## src/rtl/yin_diff_sweep.sv

```systemverilog
// YIN difference-function sweep: for each lag streams a sample window from memory,
// accumulates the squared difference d(tau) and its running sum S(tau), and picks the pitch lag.
`timescale 1ns/1ps
module yin_diff_sweep #(
  parameter int DATA_WIDTH       = 16,
  parameter int WINDOW_SIZE_BITS = 4,
  parameter int ADDR_WIDTH       = 16,
  parameter int TAU_BITS         = 6,
  parameter int MAX_TAU          = 40,
  parameter int THR_FRAC_BITS    = 8,
  localparam int ACC_WIDTH       = 2*DATA_WIDTH + 1 + WINDOW_SIZE_BITS,
  localparam int SUM_WIDTH       = ACC_WIDTH + TAU_BITS
) (
  input  logic                      clk,
  input  logic                      reset,
  input  logic                      start,
  input  logic [ADDR_WIDTH-1:0]     initial_address,
  input  logic [TAU_BITS-1:0]       max_tau,
  input  logic [THR_FRAC_BITS-1:0]  threshold,
  output logic [ADDR_WIDTH-1:0]     address,
  input  logic [DATA_WIDTH-1:0]     data_out,
  output logic                      res_valid,
  input  logic                      res_ready,
  output logic [TAU_BITS-1:0]       res_tau,
  output logic [ACC_WIDTH-1:0]      res_d,
  output logic [SUM_WIDTH-1:0]      res_cumsum,
  output logic                      busy,
  output logic                      done,
  output logic                      pitch_found,
  output logic [TAU_BITS-1:0]       pitch_tau
);

  localparam int N  = 1 << WINDOW_SIZE_BITS;
  localparam int CW = WINDOW_SIZE_BITS + 1;
  localparam int PW = SUM_WIDTH + THR_FRAC_BITS;
  localparam logic [TAU_BITS-1:0] MAX_TAU_T = TAU_BITS'(MAX_TAU);

  typedef enum logic [2:0] {S_IDLE, S_READ, S_DRAIN, S_EMIT, S_FINISH} state_t;

  function automatic logic [TAU_BITS-1:0] clamp_tau(input logic [TAU_BITS-1:0] t);
    if (t == '0) return TAU_BITS'(1);
    if (t > MAX_TAU_T) return MAX_TAU_T;
    return t;
  endfunction

  function automatic logic [2*DATA_WIDTH:0] square(input logic signed [DATA_WIDTH:0] v);
    logic [DATA_WIDTH:0] m;
    m = v[DATA_WIDTH] ? $unsigned(-v) : $unsigned(v);
    return (2*DATA_WIDTH+1)'(m) * (2*DATA_WIDTH+1)'(m);
  endfunction

  // d*tau <= thr*S scaled by 2^Q; a silent window (S=0) only hits on d=0.
  function automatic logic thr_hit(input logic [ACC_WIDTH-1:0] d, input logic [TAU_BITS-1:0] tau,
                                   input logic [SUM_WIDTH-1:0] s, input logic [THR_FRAC_BITS-1:0] thr);
    logic [PW-1:0] lhs, rhs;
    lhs = (PW'(d) * PW'(tau)) << THR_FRAC_BITS;
    rhs = PW'(thr) * PW'(s);
    if (s == '0) return d == '0;
    return lhs <= rhs;
  endfunction

  state_t                         state_q, state_d;
  logic [CW-1:0]                  cnt_q, cnt_d, cnt_next;
  logic [ADDR_WIDTH-1:0]          base_q, base_d, address_q, address_d;
  logic [THR_FRAC_BITS-1:0]       thr_q, thr_d;
  logic [TAU_BITS-1:0]            tmax_q, tmax_d, tau_q, tau_d;
  logic                           rd_vld_q, rd_vld_d, rd_odd_q, rd_odd_d;
  logic signed [DATA_WIDTH-1:0]   first_q, first_d;
  logic signed [DATA_WIDTH:0]     diff_p0_q, diff_p0_d;
  logic                           vld_p0_q, vld_p0_d, vld_p1_q, vld_p1_d;
  logic [2*DATA_WIDTH:0]          sq_p1_q, sq_p1_d;
  logic [ACC_WIDTH-1:0]           acc_q, acc_d;
  logic [SUM_WIDTH-1:0]           sum_q, sum_d, s_now;
  logic                           run_q, run_d, lock_q, lock_d, run_upd, lock_upd, hit;
  logic [TAU_BITS-1:0]            cand_tau_q, cand_tau_d, cand_tau_upd, min_tau_q, min_tau_d, min_tau_upd;
  logic [ACC_WIDTH-1:0]           cand_d_q, cand_d_d, cand_d_upd, min_d_q, min_d_d, min_d_upd;
  logic                           pitch_found_q, pitch_found_d;
  logic [TAU_BITS-1:0]            pitch_tau_q, pitch_tau_d;

  assign s_now = sum_q + SUM_WIDTH'(acc_q);
  assign hit   = thr_hit(acc_q, tau_q, s_now, thr_q);

  // Pitch tracking for the lag currently on the result port.
  always_comb begin
    run_upd      = run_q;
    lock_upd     = lock_q;
    cand_tau_upd = cand_tau_q;
    cand_d_upd   = cand_d_q;
    min_tau_upd  = min_tau_q;
    min_d_upd    = min_d_q;
    if (tau_q == TAU_BITS'(1) || acc_q < min_d_q) begin
      min_tau_upd = tau_q;
      min_d_upd   = acc_q;
    end
    if (!lock_q) begin
      if (run_q) begin
        if (acc_q < cand_d_q) begin
          cand_tau_upd = tau_q;
          cand_d_upd   = acc_q;
        end else begin
          lock_upd = 1'b1;
        end
      end else if (hit) begin
        run_upd      = 1'b1;
        cand_tau_upd = tau_q;
        cand_d_upd   = acc_q;
      end
    end
  end

  always_comb begin
    state_d       = state_q;
    cnt_d         = cnt_q;
    cnt_next      = cnt_q + CW'(1);
    base_d        = base_q;
    address_d     = address_q;
    thr_d         = thr_q;
    tmax_d        = tmax_q;
    tau_d         = tau_q;
    sum_d         = sum_q;
    run_d         = run_q;
    lock_d        = lock_q;
    cand_tau_d    = cand_tau_q;
    cand_d_d      = cand_d_q;
    min_tau_d     = min_tau_q;
    min_d_d       = min_d_q;
    pitch_found_d = pitch_found_q;
    pitch_tau_d   = pitch_tau_q;

    // Read return: even beats hold x[base+j], odd beats form the difference.
    rd_vld_d  = (state_q == S_READ);
    rd_odd_d  = cnt_q[0];
    first_d   = first_q;
    diff_p0_d = diff_p0_q;
    if (rd_vld_q && !rd_odd_q) first_d = $signed(data_out);
    vld_p0_d = rd_vld_q && rd_odd_q;
    if (vld_p0_d)
      diff_p0_d = $signed({first_q[DATA_WIDTH-1], first_q}) - $signed({data_out[DATA_WIDTH-1], data_out});
    // Square, then accumulate.
    vld_p1_d = vld_p0_q;
    sq_p1_d  = vld_p0_q ? square(diff_p0_q) : sq_p1_q;
    acc_d    = vld_p1_q ? acc_q + ACC_WIDTH'(sq_p1_q) : acc_q;

    case (state_q)
      S_IDLE: begin
        if (start) begin
          base_d      = initial_address;
          address_d   = initial_address;
          thr_d       = threshold;
          tmax_d      = clamp_tau(max_tau);
          tau_d       = TAU_BITS'(1);
          cnt_d       = '0;
          acc_d       = '0;
          sum_d       = '0;
          run_d       = 1'b0;
          lock_d      = 1'b0;
          cand_tau_d  = '0;
          cand_d_d    = '0;
          min_tau_d   = '0;
          min_d_d     = '0;
          state_d     = S_READ;
        end
      end
      S_READ: begin
        if (cnt_q == CW'(2*N-1)) begin
          cnt_d   = '0;
          state_d = S_DRAIN;
        end else begin
          cnt_d     = cnt_next;
          address_d = base_q + ADDR_WIDTH'(cnt_next[CW-1:1]) + (cnt_next[0] ? ADDR_WIDTH'(tau_q) : '0);
        end
      end
      S_DRAIN: begin
        if (cnt_q == CW'(2)) state_d = S_EMIT;
        else cnt_d = cnt_next;
      end
      S_EMIT: begin
        if (res_ready) begin
          sum_d      = s_now;
          run_d      = run_upd;
          lock_d     = lock_upd;
          cand_tau_d = cand_tau_upd;
          cand_d_d   = cand_d_upd;
          min_tau_d  = min_tau_upd;
          min_d_d    = min_d_upd;
          if (tau_q == tmax_q) begin
            pitch_found_d = run_upd;
            pitch_tau_d   = run_upd ? cand_tau_upd : min_tau_upd;
            state_d       = S_FINISH;
          end else begin
            tau_d     = tau_q + TAU_BITS'(1);
            cnt_d     = '0;
            acc_d     = '0;
            address_d = base_q;
            state_d   = S_READ;
          end
        end
      end
      S_FINISH: state_d = S_IDLE;
      default:  state_d = S_IDLE;
    endcase
  end

  always_ff @(posedge clk) begin
    if (reset) begin
      state_q       <= S_IDLE;
      cnt_q         <= '0;
      base_q        <= '0;
      address_q     <= '0;
      thr_q         <= '0;
      tmax_q        <= '0;
      tau_q         <= '0;
      rd_vld_q      <= 1'b0;
      rd_odd_q      <= 1'b0;
      first_q       <= '0;
      diff_p0_q     <= '0;
      vld_p0_q      <= 1'b0;
      sq_p1_q       <= '0;
      vld_p1_q      <= 1'b0;
      acc_q         <= '0;
      sum_q         <= '0;
      run_q         <= 1'b0;
      lock_q        <= 1'b0;
      cand_tau_q    <= '0;
      cand_d_q      <= '0;
      min_tau_q     <= '0;
      min_d_q       <= '0;
      pitch_found_q <= 1'b0;
      pitch_tau_q   <= '0;
    end else begin
      state_q       <= state_d;
      cnt_q         <= cnt_d;
      base_q        <= base_d;
      address_q     <= address_d;
      thr_q         <= thr_d;
      tmax_q        <= tmax_d;
      tau_q         <= tau_d;
      rd_vld_q      <= rd_vld_d;
      rd_odd_q      <= rd_odd_d;
      first_q       <= first_d;
      diff_p0_q     <= diff_p0_d;
      vld_p0_q      <= vld_p0_d;
      sq_p1_q       <= sq_p1_d;
      vld_p1_q      <= vld_p1_d;
      acc_q         <= acc_d;
      sum_q         <= sum_d;
      run_q         <= run_d;
      lock_q        <= lock_d;
      cand_tau_q    <= cand_tau_d;
      cand_d_q      <= cand_d_d;
      min_tau_q     <= min_tau_d;
      min_d_q       <= min_d_d;
      pitch_found_q <= pitch_found_d;
      pitch_tau_q   <= pitch_tau_d;
    end
  end

  assign address     = address_q;
  assign res_valid   = (state_q == S_EMIT);
  assign res_tau     = tau_q;
  assign res_d       = acc_q;
  assign res_cumsum  = s_now;
  assign busy        = (state_q != S_IDLE);
  assign done        = (state_q == S_FINISH);
  assign pitch_found = pitch_found_q;
  assign pitch_tau   = pitch_tau_q;

endmodule

```

## config.mk

```make
export PLATFORM = sky130hd
export DESIGN_NAME = yin_diff_sweep
export DESIGN_NICKNAME = d
export VERILOG_FILES = /design/src/rtl/yin_diff_sweep.sv
export SDC_FILE = /design/constraint.sdc
export NUM_CORES = 2
export LEC_CHECK = 0
export ABC_AREA = 1
export BUFFER_PORTS_ARGS = -buffer_cell sky130_fd_sc_hd__buf_2
export CORE_MARGIN = 2
export CORE_UTILIZATION = 40
export CTS_CLUSTER_SIZE = 20
export DETAILED_ROUTE_END_ITERATION = 8
export SLEW_MARGIN = 20
export SYNTH_ARGS = -nofsm -noshare
export SYNTH_HDL_FRONTEND = slang
export SYNTH_SLANG_ARGS = --single-unit
```

## constraint.sdc

```tcl
create_clock -name clk -period 16.4 [get_ports clk]
set_input_delay 0.82 -clock clk [delete_from_list [all_inputs] [get_ports clk]]
set_output_delay 0.82 -clock clk [all_outputs]
set_load 0.01 [all_outputs]
```

==> impl_metrics.py <==
metrics = {
    "pwr": {
        "power.leakage_nw": 25.98,
        "ir_worst_vdd_mv": 0.08468,
        "power_density_mw_per_mm2": 56.41,
    },
    "floorplanning": {
        "die_h_um": 342.7,
        "rows": 124,
        "floorplan.initialDensity_pct": 40.25,
        "core_mm2": 0.1140,
        "die_x_um": 342.7,
        "ios": 162,
        "die_area_mm2": 0.1175,
    },
    "sta": {
        "hold_viol": 0,
        "setup_viol": 0,
        "layout_worst_path_cycle_share_pct": 64.19,
        "finClkSkew_ps": 39.22,
        "rsz0062_at_grt": "false",
        "fin_crit_ps": 10530,
        "worst_pin_slew_ps": 1107,
        "slew-limit-headroom_pct": 26.21,
        "final_max_slew_viol_count": 0,
        "tns_ps": 0,
        "max_freq_mhz": 94.99,
        "setup_slack_ps": 5872,
    },
    "route": {
        "vias_per_cell": 5.254,
        "drtPass1Iterations": 5,
        "routed_wl_um": 161700,
        "num_vias": 42341,
        "ant_nets": 0,
        "drc_errors": 0,
        "drt_iter0_drc": 3131,
        "wire_per_inst_um": 20.07,
    },
    "cells_and_area": {
        "nNetsFinal": 7594,
        "multi_input_area_mm2": 0.03387,
        "final_cells": 8059,
        "area_delta_synth_final_pct": 8.295,
        "final-seq-area_mm2": 0.006093,
        "layout-drive-gt1-share_pct": 5.423,
        "utilization_pct": 43.59,
        "nFillCells": 12015,
    },
    "cts": {
        "cts_root_buffer": "clkbuf_16",
        "cts_buffers": 38,
        "cts_setup_buffers": 0,
        "clkTransAtPathRegs_ps": 60,
        "ctsResizeCount": 0,
        "postCtsHoldBufs": 0,
        "cts.sinks": 304,
        "clockBufferDepth": 3,
        "cts_tree": "yes",
        "htree_levels": 2,
        "clk_latency_ps": 590,
    },
    "global_route": {
        "grt.total_usage_pct": 27.43,
        "grt.overflow.total": 0,
        "grt_pass1_vias": 42314,
        "antenna_found_initial": 4,
        "grt_max_degree": 104,
        "grt_pass1_wl_um": 247800,
    },
    "yosys": {
        "synthFlopType": "dfxtp_1",
        "synth-edff-count": 0,
        "synth_cells": 6435,
        "synth-seq-area-share_pct": 13.26,
        "ys_warn_count": 0,
        "synth.cell_area_mm2": 0.04590,
        "synthDistinctLibCells": 60,
        "synth-seq-cells": 304,
        "synth.avg_cell_area_um2": 7.133,
        "async_reset_ff_share_pct": 0,
    },
    "setup_path": {
        "cp-end-kind": "flip-flop",
        "crit_path_frequent_cell": "nand2_1",
        "path_max_fanout": 73,
        "slowest_delay_ps": 810,
        "worstPathRequired_ps": 16880,
        "crit_slowest_cell": "dfxtp_1",
        "cp_data_arrival_time_ps": 11010,
        "worstSetupPathType": "flip-flop to flip-flop",
        "cp-start-kind": "flip-flop",
    },
    "placement": {
        "placed_cells": 7992,
        "dp_hpwl_um": 130400,
        "place.gp.congestion": 0.9562,
        "numPortBuffers": 161,
        "dp_worst_setup_slack_ps": 6094,
    },
    "worst_hold_path": {
        "hold_class": "flip-flop to flip-flop",
    },
    "status": {
        "status": "completed",
    },
    "flow_run": {
        "drv_cap": 0,
    },
}
-- per-layer routing --
layer	share of wire (%)	up-vias	track usage [%]
met3	6.2	290	3.718
met1	42	20622	35.78
met5	0.021	-	0
met2	47	1304	46.10
li1	-	20119	-
met4	4.3	6	10.36
-- logic make-up after synthesis --
| logic type | Yosys count | share of synthesized area [%] |
|---|---|---|
| xor gates and xnor gates | 154 | 2.971 |
| DFF | 304 | 13.26 |
| buffers and inverters | 1583 | 13.04 |
| other | 2 | 0.01636 |
| adders and majority gates | 1024 | 37.50 |
| and+or+nand+nor | 2298 | 20.19 |
| AOI/OAI and AO/OA | 1070 | 13.02 |
-- final timing paths --
path                                    from           end  slack (ps)  cells past startpoint
worst min register to register  cand_d_q[33]  cand_d_q[33]         460                      2
worst min-delay path            cand_d_q[33]  cand_d_q[33]         460                      2
worst max-delay path                res_d[9]   cand_d_q[2]        5870                     43
worst max register to register      res_d[9]   cand_d_q[2]        5870                     43
-- sequential cells by signal (all words and copies together), names as in the netlist, 8 cells and up --
| name | flops |
|---|---|
| cand_d_q | 37 |
| thr_q | 8 |
| diff_p0_q | 17 |
| sum_q | 43 |
| res_d | 37 |
| min_d_q | 37 |
| first_q | 16 |
| sq_p1_q | 32 |
| address | 16 |
| base_q | 16 |
-- final cells by class --
class | count | share of cell area, %
Tap cell | 1512 | 3.806
Sequential cell | 304 | 12.26
Multi-Input combinational cell | 4557 | 68.14
Clock inverter | 11 | 0.4002
Inverter | 1397 | 10.55
Clock buffer | 55 | 2.283
Antenna cell | 1 | 0.005034
Timing Repair Buffer | 222 | 2.547
-- per-stage QoR --
step / hold slack (ps) / power, mW / area [um^2]
floorplan: 433.1 / 1.596 / 45930
global placement: 444.6 / 1.886 / 48370
detailed placement: 451.9 / 1.901 / 48370
CTS: 456.1 / 2.813 / 49700
global route: 474.5 / 2.968 / 49700
finish: 458.5 / 2.804 / 49710
-- cell usage in the layout, fill, tap and decap left out, types with 38 or more instances in the layout --
cell       instances
inv_1           1377
nand2_1         1298
nor2_1           682
fa_1             586
a21oi_1          517
ha_1             438
o21ai_0          305
dfxtp_1          298
buf_2            160
nand3_1          132
xor2_1            86
xnor2_1           66
buf_4             62
nor3_1            49
nand4_1           47
a31oi_1           47
clkbuf_16         38
-- cells in the mapped netlist, types with 3 or more instances --
library cell | number | area share, %
o22ai_1 | 5 | 0.068
o2111ai_1 | 5 | 0.095
buf_1 | 16 | 0.13
o21ai_1 | 24 | 0.26
fa_1 | 586 | 26
nor3_1 | 49 | 0.53
buf_2 | 3 | 0.033
nand2_1 | 1299 | 11
nor4_1 | 20 | 0.27
clkbuf_1 | 160 | 1.3
a21oi_1 | 517 | 5.6
inv_2 | 4 | 0.033
dfxtp_1 | 304 | 13
nand2_2 | 15 | 0.20
and2_1 | 4 | 0.055
o211ai_1 | 26 | 0.43
a41oi_1 | 3 | 0.057
a21boi_0 | 13 | 0.21
a31o_2 | 3 | 0.057
a211oi_2 | 12 | 0.33
nand3_1 | 132 | 1.4
xor2_1 | 86 | 1.6
a221oi_1 | 8 | 0.15
nand3b_1 | 17 | 0.28
o21a_1 | 19 | 0.31
nor2_1 | 683 | 5.6
nand3_2 | 7 | 0.15
ha_1 | 438 | 12
clkinv_1 | 12 | 0.098
buf_6 | 4 | 0.098
nor3_2 | 4 | 0.087
a31oi_1 | 47 | 0.64
o221ai_1 | 14 | 0.27
or2_2 | 9 | 0.12
o21bai_1 | 12 | 0.20
o31ai_1 | 9 | 0.15
nand4_1 | 47 | 0.64
o21ai_0 | 305 | 3.3
a21o_1 | 18 | 0.29
a2111oi_0 | 3 | 0.057
and3_1 | 5 | 0.068
xnor2_1 | 66 | 1.3
a211oi_1 | 18 | 0.29
inv_1 | 1381 | 11
-- worst max-delay path, delay by kind of cell, from the launching register on --
kind | cells | cell delay, ps
fa+ha+maj | 7 | 3050
simple gates | 15 | 2420
compound gates | 10 | 2400
buf+inv | 9 | 1000
flops | 1 | 810
xor+xnor | 2 | 680
-- power breakdown --
group / internal [mW] / total (mW) / switching (mW) / leakage (nW)
logic: 0.273 / 0.946 / 0.672 / 22.8
registers: 0.859 / 0.951 / 0.0928 / 2.48
clock network: 0.546 / 0.907 / 0.361 / 0.658
total: 1.68 / 2.80 / 1.13 / 26.0
No activity file was read; power rests on OpenSTA's default activity.
